`src/rtl/channel_code_decoder_pkg.sv`:
```
// ---------------------------------------------------------------------------
// channel_code_decoder_pkg
//   Shared definitions for the priority channel code stream: the channel
//   count, code width, the "silent" code, and the code -> one-hot decode
//   that the encoder's verification model also uses.
// ---------------------------------------------------------------------------
package channel_code_decoder_pkg;

  localparam int NUM_CH = 7;
  localparam int CODE_W = 3;

  typedef logic [CODE_W-1:0] code_t;
  typedef logic [NUM_CH-1:0] onehot_t;

  localparam code_t CODE_SILENT = '0;

  // Code n (n >= 1) marks channel n-1 as the highest active channel, so
  // it maps to bit n-1. The silent code maps to an all-zero vector.
  function automatic onehot_t decodeOnehot(input code_t code);
    onehot_t oh;
    oh = '0;
    for (int k = 0; k < NUM_CH; k++) begin
      oh[k] = (code != CODE_SILENT) && (code == code_t'(k + 1));
    end
    return oh;
  endfunction

endpackage

```
`src/rtl/channel_code_decoder_hit_counter.sv`:
```
// ---------------------------------------------------------------------------
// channel_hit_counter
//   One saturating per-channel hit counter.
//   Ports:
//     clk, rst_n  clock and asynchronous active-low reset
//     inc         count one hit this cycle (ignored once saturated)
//     clr         clear to zero this cycle (wins over inc)
//     sat_next    value + inc with saturation, i.e. what the counter
//                 would hold after this cycle if it were not cleared
// ---------------------------------------------------------------------------
module channel_hit_counter
  import channel_code_decoder_pkg::*;
#(
  parameter int CNT_W = 8
) (
  input  logic             clk,
  input  logic             rst_n,
  input  logic             inc,
  input  logic             clr,
  output logic [CNT_W-1:0] sat_next
);

  logic [CNT_W-1:0] count_q;
  logic [CNT_W-1:0] count_d;
  logic             atMax;

  // Saturating increment; sat_next is exported so the frame snapshot can
  // include the hit that arrives in the same cycle the counter is cleared.
  always_comb begin
    atMax    = (count_q == {CNT_W{1'b1}});
    sat_next = count_q;
    if (inc && !atMax) begin
      sat_next = count_q + 1'b1;
    end
    count_d = clr ? '0 : sat_next;
  end

  // Counter register; clear takes priority so a new frame starts at zero.
  always_ff @(posedge clk or negedge rst_n) begin
    if (!rst_n) begin
      count_q <= '0;
    end else begin
      count_q <= count_d;
    end
  end

endmodule

```
`src/rtl/channel_code_decoder.sv`:
```
// ---------------------------------------------------------------------------
// channel_code_decoder
//   Decodes the 3-bit priority channel codes into a registered one-hot
//   channel vector and accumulates per-channel hit counts over frames of
//   FRAME_LEN accepted codes. Each completed frame is offered as a
//   spectrogram column over a valid/ready handshake.
//   Ports:
//     clk, rst_n     clock and asynchronous active-low reset
//     code_valid     code is valid this cycle (always accepted)
//     code           channel code, 0 = silent, n = channel n-1
//     chan_onehot    one-hot of the last accepted code
//     chan_valid     one-cycle pulse, chan_onehot updated
//     frame_counts   snapshot, channel k at [k*CNT_W +: CNT_W]
//     frame_valid    snapshot available
//     frame_ready    consumer takes snapshot when high with frame_valid
//     frame_overrun  sticky: a snapshot was overwritten before being taken
//     overrun_clr    synchronous clear of frame_overrun
// ---------------------------------------------------------------------------
module channel_code_decoder
  import channel_code_decoder_pkg::*;
#(
  parameter int FRAME_LEN = 256,
  parameter int CNT_W     = 8
) (
  input  logic                    clk,
  input  logic                    rst_n,
  input  logic                    code_valid,
  input  logic [CODE_W-1:0]       code,
  output logic [NUM_CH-1:0]       chan_onehot,
  output logic                    chan_valid,
  output logic [NUM_CH*CNT_W-1:0] frame_counts,
  output logic                    frame_valid,
  input  logic                    frame_ready,
  output logic                    frame_overrun,
  input  logic                    overrun_clr
);

  // FRAME_LEN is at most 65535, so the last sample index fits in 16 bits.
  localparam int            SAMPLE_W    = 16;
  localparam [SAMPLE_W-1:0] LAST_SAMPLE = SAMPLE_W'(FRAME_LEN - 1);

  logic [SAMPLE_W-1:0]     sampleCnt_q;
  logic [SAMPLE_W-1:0]     sampleCnt_d;
  logic [NUM_CH-1:0]       chanOnehot_q;
  logic                    chanValid_q;
  logic [NUM_CH*CNT_W-1:0] frameCounts_q;
  logic                    frameValid_q;
  logic                    frameValid_d;
  logic                    overrun_q;
  logic                    overrun_d;

  logic [NUM_CH-1:0]       decoded;
  logic [NUM_CH-1:0]       hitInc;
  logic [NUM_CH*CNT_W-1:0] satNextFlat;
  logic                    closeFrame;
  logic                    transfer;

  // Decode once and reuse it both for the one-hot output and as the
  // per-channel increment strobes; the silent code decodes to zero so it
  // bumps no counter.
  always_comb begin
    decoded    = decodeOnehot(code);
    hitInc     = code_valid ? decoded : '0;
    closeFrame = code_valid && (sampleCnt_q == LAST_SAMPLE);
    transfer   = frameValid_q && frame_ready;
  end

  // One saturating counter per channel, all cleared together at frame close.
  for (genvar k = 0; k < NUM_CH; k++) begin : gHit
    channel_hit_counter #(
      .CNT_W (CNT_W)
    ) uHit (
      .clk      (clk),
      .rst_n    (rst_n),
      .inc      (hitInc[k]),
      .clr      (closeFrame),
      .sat_next (satNextFlat[k*CNT_W +: CNT_W])
    );
  end

  // Next-state for the sample counter, the frame handshake and the sticky
  // overrun flag. A frame close always leaves a snapshot pending; it counts
  // as an overrun only when the previous snapshot is still untaken. When an
  // overrun and a clear coincide the overrun wins.
  always_comb begin
    sampleCnt_d = sampleCnt_q;
    if (code_valid) begin
      sampleCnt_d = closeFrame ? '0 : sampleCnt_q + 1'b1;
    end

    frameValid_d = frameValid_q;
    if (closeFrame) begin
      frameValid_d = 1'b1;
    end else if (transfer) begin
      frameValid_d = 1'b0;
    end

    overrun_d = overrun_q;
    if (closeFrame && frameValid_q && !frame_ready) begin
      overrun_d = 1'b1;
    end else if (overrun_clr) begin
      overrun_d = 1'b0;
    end
  end

  // Registered state; the snapshot only changes at frame close, which keeps
  // frame_counts stable for the whole time frame_valid is waiting.
  always_ff @(posedge clk or negedge rst_n) begin
    if (!rst_n) begin
      sampleCnt_q   <= '0;
      chanOnehot_q  <= '0;
      chanValid_q   <= 1'b0;
      frameCounts_q <= '0;
      frameValid_q  <= 1'b0;
      overrun_q     <= 1'b0;
    end else begin
      sampleCnt_q  <= sampleCnt_d;
      chanValid_q  <= code_valid;
      frameValid_q <= frameValid_d;
      overrun_q    <= overrun_d;
      if (code_valid) begin
        chanOnehot_q <= decoded;
      end
      if (closeFrame) begin
        frameCounts_q <= satNextFlat;
      end
    end
  end

  assign chan_onehot   = chanOnehot_q;
  assign chan_valid    = chanValid_q;
  assign frame_counts  = frameCounts_q;
  assign frame_valid   = frameValid_q;
  assign frame_overrun = overrun_q;

endmodule

```
`config.mk`:
```
export PLATFORM = sky130hd
export DESIGN_NAME = channel_code_decoder
export DESIGN_NICKNAME = d
export VERILOG_FILES = /design/src/rtl/channel_code_decoder_pkg.sv /design/src/rtl/channel_code_decoder_hit_counter.sv /design/src/rtl/channel_code_decoder.sv
export SDC_FILE = /design/constraint.sdc
export NUM_CORES = 1
export LEC_CHECK = 0
export BUFFER_PORTS_ARGS = -buffer_cell sky130_fd_sc_hd__clkbuf_2
export CORE_ASPECT_RATIO = 1.2
export CORE_MARGIN = 2
export CORE_UTILIZATION = 55
export CTS_CLUSTER_SIZE = 20
export DETAILED_ROUTE_END_ITERATION = 8
export GPL_ROUTABILITY_DRIVEN = 0
export GPL_TIMING_DRIVEN = 0
export PLACE_DENSITY = 0.76
export RECOVER_POWER = 25
export SLEW_MARGIN = 20
export SYNTH_ARGS = -nofsm -noshare
export SYNTH_HDL_FRONTEND = slang
export SYNTH_SLANG_ARGS = --single-unit
export TNS_END_PERCENT = 10
```
`constraint.sdc`:
```
create_clock -name clk -period 4.3 [get_ports clk]
set_clock_uncertainty 0.15 [all_clocks]
set_input_delay 0.645 -clock clk [delete_from_list [all_inputs] [get_ports clk]]
set_output_delay 0.645 -clock clk [all_outputs]
set_load 0.005 [all_outputs]
```
==> results of run 1 <==
-- power breakdown --
| part | leakage [nW] | internal, mW | switching [mW] | total [mW] |
|---|---|---|---|---|
| clock | 0.315 | 1.05 | 0.545 | 1.60 |
| combinational | 1.31 | 0.175 | 0.263 | 0.438 |
| sequential | 1.86 | 1.45 | 0.160 | 1.61 |
| total | 3.49 | 2.68 | 0.969 | 3.65 |
-- layout make-up --
class	count	area [um2]	area share [%]
Inverter	17	63.8	0.869
Timing Repair Buffer	74	378	5.14
Clock inverter	13	198	2.69
Buffer	28	144	1.96
Sequential cell	138	3450	47.0
Tap cell	132	165	2.25
Multi-Input combinational cell	416	2490	33.9
Clock buffer	19	453	6.16
-- worst max-delay path, cell delays in order (launching register included) --
cell and delay, ns:
dfrtp_1 0.41, ha_1 0.21, nand4_1 0.27, nor4_2 0.66, clkbuf_1 0.58, a31oi_1 0.17
-- sequential cells by signal, indices dropped and copies added, names as in the netlist --
register / flops
sampleCnt_q: 16
chan_onehot: 7
frame_valid: 1
gHit.uHit.count_q: 56
chan_valid: 1
frame_overrun: 1
frame_counts: 56
-- per-stage QoR --
step	hold slack [ns]	power (mW)	std cells
6_report	0.0563	3.65	837
5_1_grt	0.105	3.79	837
4_1_cts	0.0967	3.66	837
2_1_floorplan	0.199	1.91	599
3_5_place_dp	0.307	2.06	805
3_3_place_gp	0.301	2.02	804
-- how the worst max path moves through the flow --
stage,endpoint,slack [ns]
CTS,frame_counts[21]$_DFFE_PN0N_,1.72
global placement,frame_counts[30]$_DFFE_PN0N_,0.30
finish,frame_counts[29]$_DFFE_PN0N_,1.71
detailed placement,frame_counts[21]$_DFFE_PN0N_,1.48
global route,frame_counts[41]$_DFFE_PN0N_,1.49
floorplan,frame_counts[26]$_DFFE_PN0N_,2.12
-- routing by layer --
layer / vias to the layer above / wire length [um] / track usage [%]
met3: 30 / 726 / 6.17
met5: - / 0 / 0
met4: 0 / 284 / 10.5
li1: 2308 / - / -
met1: 2405 / 5920 / 31.6
met2: 126 / 6760 / 37.9
-- cell usage in the layout, fill, tap and decap left out, drive strengths merged, types with 3 or more instances in the layout --
cell        n
a21o        5
a21oi      16
a31oi       8
and2        3
and3       12
and4        4
and4b       3
and4bb      3
buf        11
bufinv      5
clkbuf    110
clkinv      5
clkinvlp    3
dfrtp     138
ha          8
inv        17
mux2i      18
nand2      76
nand2b      3
nand3      16
nand3b      4
nand4      18
nand4bb     3
nor2       62
nor3        8
nor4b       7
o2111ai     9
o211ai      7
o21ai      63
o31ai       4
or3         7
or4         4
xnor2      18
xor2       16
-- cells by family (layout without fill, tap and decap cells) --
| group | count (synthesis) | in the layout | synth area share (%) |
|---|---|---|---|
| AND/OR/NAND/NOR | 238 | 238 | 19.6 |
| flip-flops | 138 | 138 | 56.1 |
| AO/OA/AOI/OAI | 118 | 118 | 11.5 |
| buffers and inverters | 45 | 151 | 3.38 |
| XOR/XNOR | 34 | 34 | 4.84 |
| multiplexers | 18 | 18 | 2.93 |
| adder cells (fa/ha/maj) | 8 | 8 | 1.63 |
==> impl_metrics.tcl, run 1 <==
set metrics [dict create \
    outcome "finished with violations" \
    violations "max-capacitance violations, max-slew violations" \
    drive_above_1_share_pct 17.4 \
    yosysMostFrequentCell "dfrtp_1" \
    synth.top_cell.area_share_pct 56.1 \
    startpoint "sampleCnt_q[0]$_DFFE_PN0P_" \
    cts_hold_buffers 0 \
    post-place-ws_ns 1.48 \
    num_vias 4869 \
    cp.required_ns 4.41 \
    cts_sinks 138 \
    final_area_um2 7350 \
    r2r_slack_ns 1.71 \
    yosysUniqueCellTypes 43 \
    wl_per_cell_um 16.4 \
    grt_pass1_vias 4781 \
    clockBufferDepth 2 \
    end_kind "flip-flop" \
    die_w_um 101 \
    die-area_um2 12100 \
    worst_setup_path_start_kind "flip-flop" \
    grt_first_pass_wirelength_um 22500 \
    ys_dominant_reg_cell "dfrtp_1" \
    ir_worst_vdd_mv 0.280 \
    r2r_cells 5 \
    fmax_mhz 386 \
    syn-num-nets 615 \
    cts_tree "yes" \
    htree_levels 4 \
    ys_seq_elements 138 \
    routed_wl_um 13700 \
    maxCapViolations 1 \
    track_usage_pct 24.1 \
    io_buffers 73 \
    reg2reg_from "sampleCnt_q[0]$_DFFE_PN0P_" \
    antennaDiodeCount 0 \
    yosys.area.top_type "dfrtp_1" \
    slew_violations 70 \
    area_growth_pct 19.4 \
    grt_max_degree 71 \
    die_y_um 120 \
    synth_area_leaders "dfrtp_1, nand2_1, nor2_1" \
    crit_type "flip-flop to flip-flop" \
    clk_pin_slew_ns 0.06 \
    via_per_inst 5.82 \
    fin_util_pct 66.9 \
    drc 0 \
    postCtsSetupBuffers 0 \
    core_region_area_um2 11000 \
    setup_ws_ns 1.71 \
    power.density_nw_per_um2 497 \
    nFillCells 844 \
    layout_min_cycle_time_ns 2.59 \
    io_pins 74 \
    power_leakage_nw 3.49 \
    clock_latency_ns 0.42 \
    fin_setup_tns_ns 0 \
    cts_resized 0 \
    synth_common_cells "dfrtp_1, nand2_1, nor2_1, o21ai_1, o21ai_0" \
    avgSynthCellArea_um2 10.3 \
    crit_arrival_ns 2.71 \
    cts_made_buffers 17 \
    final-setup-viol-count 0 \
    syn_inst 599 \
    antenna_found_initial 0 \
    first_pass_iters 5 \
    overflow 0 \
    final_antenna_net_count 0 \
    crit_fanout 10 \
    placed_cell_area_um2 6720 \
    rsz0062_at_grt "false" \
    drtIter0Drc 260 \
    yosysSeqAreaShare_pct 56.1 \
    tightest_slew_ns 1.67 \
    nNetsFinal 708 \
    finalCritPeriodShare_pct 60.3 \
    yosysWarnings 0 \
    rows 42 \
    place_hpwl_um 9610 \
    cts_root_buf "clkbuf_16" \
    r2r-end "frame_counts[29]$_DFFE_PN0N_" \
    initial_core_util_pct 56.0 \
    synthArstFlopShare_pct 100 \
    synth_edf_count 0 \
    hp-class "input pin to asynchronous set/reset pin" \
    relSlewSlack_pct -11.4 \
    hold_viol_final 0 \
    syn_area_um2 6150 \
]
No activity file was read; power rests on OpenSTA's default activity.
==> inputs of run 2 (changes only) <==
--- a/config.mk
+++ b/config.mk
@@ -5,6 +5,7 @@
 export SDC_FILE = /design/constraint.sdc
 export NUM_CORES = 1
 export LEC_CHECK = 0
+export ABC_AREA = 1
 export BUFFER_PORTS_ARGS = -buffer_cell sky130_fd_sc_hd__clkbuf_2
 export CORE_ASPECT_RATIO = 1.2
 export CORE_MARGIN = 2
@@ -13,7 +14,7 @@
 export DETAILED_ROUTE_END_ITERATION = 8
 export GPL_ROUTABILITY_DRIVEN = 0
 export GPL_TIMING_DRIVEN = 0
-export PLACE_DENSITY = 0.76
+export PLACE_DENSITY = 0.75
 export RECOVER_POWER = 25
 export SLEW_MARGIN = 20
 export SYNTH_ARGS = -nofsm -noshare
==> constraint.sdc (replaced) <==
create_clock -name clk -period 2.6 [get_ports clk]
set_clock_uncertainty 0.15 [all_clocks]
set_input_delay 0.39 -clock clk [delete_from_list [all_inputs] [get_ports clk]]
set_output_delay 0.39 -clock clk [all_outputs]
set_load 0.005 [all_outputs]
==> run 2 against run 1 <==
Compared with the run above:
- the flow now finishes without violations
- power is 60% higher
- hold slack better by 0.013 ns
- worst setup slack worse by 1.1 ns
- wire length is 18% higher
- register-to-register slack worse by 0.98 ns
- global-route usage is 1.2 points higher
- first-iteration DRC count is 2.3% lower
- highest routed layer unchanged
- sequential share of layout area is 5.7 points lower
==> impl_metrics.tcl, run 2 <==
set metrics [dict create \
    outcome "complete, no violations" \
    yosys.area.top_type "dfrtp_1" \
    io_pins 74 \
    rows 45 \
    fin_hold_ws_ns 0.0695 \
    hold_viol_final 0 \
    final_area_um2 8370 \
    synth_compound_area_share_pct 3.90 \
    grt_pass1_vias 5874 \
    ys_dominant_reg_cell "dfrtp_1" \
    io_buffers 73 \
    path_cells "clkbuf_1, clkbuf_1, inv_1, nor2_1, nand2_2, nor2_2, nand3_1, xor2_1" \
    first_pass_iters 5 \
    die-area_um2 13900 \
    r2r-end "frame_overrun$_DFFE_PN0P_" \
    core_region_area_um2 12700 \
    drc 0 \
    syn-num-nets 956 \
    maxCapViolations 0 \
    power.density_nw_per_um2 700 \
    yosysSeqAreaShare_pct 48.4 \
    ir_worst_vdd_mv 0.369 \
    syn_inst 940 \
    end_kind "flip-flop" \
    layout_min_cycle_time_ns 1.96 \
    internal-power_mw 4.35 \
    drive_above_1_share_pct 13.8 \
    nNetsFinal 1050 \
    p_sw_mw 1.50 \
    routed_wl_um 16200 \
    startpoint "code_valid" \
    crit_type "input pin to flip-flop" \
    worst_setup_path_start_kind "input pin" \
    synth_common_cells "nand2_1, dfrtp_1, inv_1, nand3_1, nor2_1" \
    placed_cell_area_um2 7730 \
    area_growth_pct 17.4 \
    final_antenna_net_count 0 \
    slowest_stage "clkbuf_1" \
    critPathBufInv 3 \
    power_leakage_nw 4.52 \
    swShare_pct 25.6 \
    mostFrequentLayoutCells "nand2_1, dfrtp_1, inv_1, nand3_1, nor2_1" \
    overflow 0 \
    crit_arrival_ns 2.12 \
    fin_util_pct 66.0 \
    synth_xor_xnor_area_share_pct 2.58 \
    cts_resized 0 \
    setup_ws_ns 0.639 \
    tightest_slew_ns 0.677 \
    hp-class "input pin to flip-flop" \
    ys_seq_elements 138 \
    final-setup-viol-count 0 \
    grt_first_pass_wirelength_um 27400 \
    postCtsSetupBuffers 0 \
    place_hpwl_um 11200 \
    p_clk_share_pct 44.4 \
    track_usage_pct 25.3 \
    hold_path_depth 4 \
    reg2reg_from "sampleCnt_q[1]$_DFFE_PN0P_" \
    initial_core_util_pct 56.3 \
    antennaDiodeCount 0 \
    cp_common_cell "clkbuf_1" \
    cts_sinks 138 \
    synth_simple_gate_area_share_pct 36.1 \
    r2r_slack_ns 0.73 \
    clockBufferDepth 2 \
    synth_top_family_by_area "simple AND/OR/NAND/NOR gates" \
    yosys.area_share.adder_pct 1.40 \
    yosysWarnings 0 \
    power_frac_seq_pct 43.5 \
    synth_edf_count 0 \
    avgSynthCellArea_um2 7.58 \
    relSlewSlack_pct 54.8 \
    cp.required_ns 2.76 \
    cts_made_buffers 17 \
    syn_area_um2 7130 \
    grt_max_degree 84 \
    die_y_um 129 \
    num_vias 6129 \
    synth_area_leaders "dfrtp_1, nand2_1, nand3_1" \
    clk_pin_slew_ns 0.06 \
    yosysMostFrequentCell "nand2_1" \
    fmax_mhz 510 \
    clock_latency_ns 0.42 \
    r2r_cells 5 \
    post-place-ws_ns 0.687 \
    finalCritPeriodShare_pct 75.4 \
    fin_setup_tns_ns 0 \
    cp.depth 8 \
    synthArstFlopShare_pct 100 \
    drtIter0Drc 254 \
    critPathMaxStageDelay_ns 0.39 \
    wl_per_cell_um 13.4 \
    yosysUniqueCellTypes 29 \
    cts_tree "yes" \
    via_per_inst 5.06 \
    layout_commonest_cell "nand2_1" \
    synth_mux_area_share_pct 0 \
    htree_levels 4 \
    rsz0062_at_grt "false" \
    slew_violations 0 \
    antenna_found_initial 0 \
    crit_end "sampleCnt_q[14]$_DFFE_PN0P_" \
    die_w_um 108 \
    pwr-share-comb_pct 12.1 \
    cts_root_buf "clkbuf_16" \
    cts_hold_buffers 1 \
    crit_family "buffers and inverters" \
    crit_fanout 10 \
    synth.top_cell.area_share_pct 48.4 \
]
-- run 2: final cells by class --
type / instances / area [um2]
multi-input cells: 687 / 3130
plain buffers: 22 / 184
clock buffers: 26 / 509
well taps: 164 / 205
repair buffers: 75 / 402
fillers: 1125 / 4300
inverters: 93 / 350
flip-flops and latches: 138 / 3450
clock inverters: 6 / 133
-- run 2: worst min-delay path by stage --
stage                                       startpoint                      endpoint  slack, ns
after CTS                                   code_valid          chan_valid$_DFF_PN0_       0.04
after detailed placement                         rst_n   frame_counts[3]$_DFFE_PN0N_       0.24
after global routing                        code_valid          chan_valid$_DFF_PN0_       0.09
final                                      frame_ready       frame_valid$_DFFE_PN0P_       0.07
after floorplan                                  rst_n    chan_onehot[0]$_DFFE_PN0P_      -0.06
after global placement    frame_counts[54]$_DFFE_PN0N_  frame_counts[54]$_DFFE_PN0N_       0.31
-- run 2: per-stage QoR --
stage          cells  total power [mW]
4_1_cts         1211              5.90
6_report        1211              5.85
5_1_grt         1211              6.14
3_5_place_dp    1178              3.28
2_1_floorplan    940              3.07
3_3_place_gp    1177              3.25
-- run 2: per-layer routing --
| metal | vias up | track usage [%] | routed length (um) |
|---|---|---|---|
| li1 | 3144 | - | - |
| met1 | 2833 | 31.8 | 7100 |
| met2 | 117 | 43.1 | 7940 |
| met3 | 35 | 5.27 | 716 |
| met4 | 0 | 9.43 | 430 |
| met5 | - | 0 | 0 |
-- run 2: power by group through the flow --
stage	sequential, mW	clock [mW]	combinational [mW]
after floorplan	2.53	0	0.539
after global placement	2.57	0	0.678
after detailed placement	2.57	0	0.706
after CTS	2.54	2.64	0.718
after global routing	2.58	2.73	0.826
final	2.55	2.60	0.707
-- run 2: logic make-up (layout without fill, tap and decap cells) --
| logic type | count (synthesis) | count (layout) |
|---|---|---|
| AO/OA/AOI/OAI | 54 | 54 |
| XOR/XNOR | 21 | 21 |
| adder cells (fa/ha/maj) | 8 | 8 |
| buffers and inverters | 115 | 222 |
| flip-flops | 138 | 138 |
| AND/OR/NAND/NOR | 604 | 604 |
-- run 2: worst reg2reg max path: stages, from the launching register on --
cell and delay [ns]:
dfrtp_1 0.39, ha_1 0.23, nand3_1 0.10, nor2_2 0.15, nand2_1 0.43, o21ai_0 0.32
==> inputs of run 3 (changes only) <==
==> constraint.sdc (replaced) <==
create_clock -name clk -period 1.86 [get_ports clk]
set_clock_uncertainty 0.15 [all_clocks]
set_input_delay 0.279 -clock clk [delete_from_list [all_inputs] [get_ports clk]]
set_output_delay 0.279 -clock clk [all_outputs]
set_load 0.005 [all_outputs]
==> run 3 against run 2 <==
Compared with the run above:
- die area stayed put
- non-clock buffer count is 8 higher
- worst setup slack worse by 0.55 ns
- global-route usage is 0.097 points higher
- highest routed layer unchanged
- sequential power is 40% higher
- hold slack better by 0.074 ns
- power is 41% higher
- first-iteration DRC count is 3.9% higher
- critical endpoint is now gHit[0].uHit.count_q[7]$_DFF_PN0_
- clock-buffer cell count stayed put
==> impl_metrics.tcl, run 3 (synthesis gave the netlist of run 2 again) <==
set metrics [dict create \
    outcome "complete, no violations" \
    crit_fanout 10 \
    die_y_um 129 \
    cts_sinks 138 \
    io_pins 74 \
    place_hpwl_um 11200 \
    layout_min_cycle_time_ns 1.77 \
    drc 0 \
    crit_type "flip-flop to flip-flop" \
    die_w_um 108 \
    highest_layer "met4" \
    wl_met1_um 7150 \
    overflow 0 \
    grt_pass1_vias 5907 \
    drtIter0Drc 264 \
    cts_tree "yes" \
    dr_wl_met3_um 661 \
    rsz0062_at_grt "true" \
    nNetsFinal 1058 \
    power.density_nw_per_um2 970 \
    finalCritPeriodShare_pct 95.2 \
    track_usage_pct 25.4 \
    cp.required_ns 2.02 \
    fin_hold_ws_ns 0.143 \
    slew_violations 0 \
    initial_core_util_pct 56.3 \
    relSlewSlack_pct 46.5 \
    drive_above_1_share_pct 15.5 \
    antenna_found_initial 0 \
    final_antenna_net_count 0 \
    wl_per_cell_um 13.5 \
    crit_arrival_ns 1.93 \
    htree_levels 4 \
    worst_setup_path_start_kind "flip-flop" \
    tightest_slew_ns 0.803 \
    hold_viol_final 0 \
    grt_max_degree 84 \
    cts_root_buf "clkbuf_16" \
    die-area_um2 13900 \
    grt_first_pass_wirelength_um 27500 \
    maxCapViolations 0 \
    rows 45 \
    layout_commonest_cell "nand2_1" \
    wl_met2_um 8310 \
    cts_made_buffers 17 \
    clock_latency_ns 0.43 \
    routed_wl_um 16500 \
    fmax_mhz 565 \
    io_buffers 73 \
    area_growth_pct 19.5 \
    num_vias 6214 \
    core_region_area_um2 12700 \
    end_kind "flip-flop" \
    hp-class "input pin to flip-flop" \
    clockBufferDepth 2 \
    clk_pin_slew_ns 0.06 \
    via_per_inst 5.10 \
    post-place-ws_ns -0.00957 \
    ir_worst_vdd_mv 0.581 \
    mostFrequentLayoutCells "nand2_1, dfrtp_1, inv_1, nand3_1, clkbuf_2" \
    first_pass_iters 5 \
    final-setup-viol-count 0 \
    antennaDiodeCount 0 \
    setup_ws_ns 0.0899 \
    power_leakage_nw 4.56 \
]
==> run 3: changes by cell type in the layout (fill, tap and decap cells not counted), sizes merged <==
cell,previous run,this run
buf,20,26
dlygate4sd3,1,4
clkbuf,102,101
==> run 3: path summary, 6_finish.rpt <==
path / from / end / slack (ns) / depth (start not counted)
setup / recovery: sampleCnt_q[11]$_DFFE_PN0P_ / gHit[0].uHit.count_q[7]$_DFF_PN0_ / 0.09 / 7
hold / removal: code[0] / gHit[3].uHit.count_q[6]$_DFF_PN0_ / 0.14 / 4
setup reg to reg: sampleCnt_q[11]$_DFFE_PN0P_ / gHit[0].uHit.count_q[7]$_DFF_PN0_ / 0.09 / 7
hold reg to reg: frame_counts[41]$_DFFE_PN0N_ / frame_counts[41]$_DFFE_PN0N_ / 0.32 / 2
max in group asynchronous: rst_n / gHit[5].uHit.count_q[2]$_DFF_PN0_ / 0.34 / 3
min in group asynchronous: rst_n / frame_counts[3]$_DFFE_PN0N_ / 0.35 / 2
==> run 3: critical path, cell delays in order, from the launching register on <==
cell,delay [ns]
dfrtp_1,0.44
nor2_1,0.16
nand3_1,0.14
nor2_4,0.16
nand2_2,0.08
nor2_4,0.19
buf_4,0.24
nor2_1,0.08
==> run 3: timing repair <==
action,CTS,global route
hold buffers,4,0
setup endpoints to repair,1,100
hold endpoints to repair,58,0
setup buffers,0,5
resized for setup,2,22
gates cloned,0,0
pin swaps,0,2
==> run 3: layout make-up <==
cell class                 instances  area (um2)
buffer                            22         209
clock buffer                      26         509
clock inverter                     6         133
fill                            1104        4150
inverter                          93         350
multi-input combinational        687        3200
sequential                       138        3450
tap                              164         205
timing repair buffer              83         463
==> run 3: metrics by stage <==
| step | total power [mW] | TNS, ns | cell area, um2 | std cells | utilization (%) |
|---|---|---|---|---|---|
| finish | 8.26 | 0 | 8520 | 1219 | 67.2 |
| global route | 8.64 | -0.0698 | 8520 | 1219 | 67.2 |
| CTS | 8.25 | 0 | 8420 | 1214 | 66.5 |
| detailed placement | 4.58 | -0.00957 | 7730 | 1178 | 61.1 |
| global placement | 4.54 | -261.26 | 7700 | 1177 | 60.8 |
| floorplan | 4.30 | 0 | 7130 | 940 | - |
==> run 3: metal layers <==
layer / GRT usage [%] / vias up
li1: - / 3161
met1: 31.6 / 2901
met2: 43.6 / 126
met3: 5.47 / 26
met4: 9.35 / 0
met5: 0 / -
==> run 3: power breakdown <==
group,leakage [nW],internal [mW],total (mW),switching (mW)
Combinational,2.49,0.454,1.06,0.608
Clock,0.311,2.42,3.64,1.22
Sequential,1.77,3.26,3.56,0.301
Total,4.56,6.13,8.26,2.13
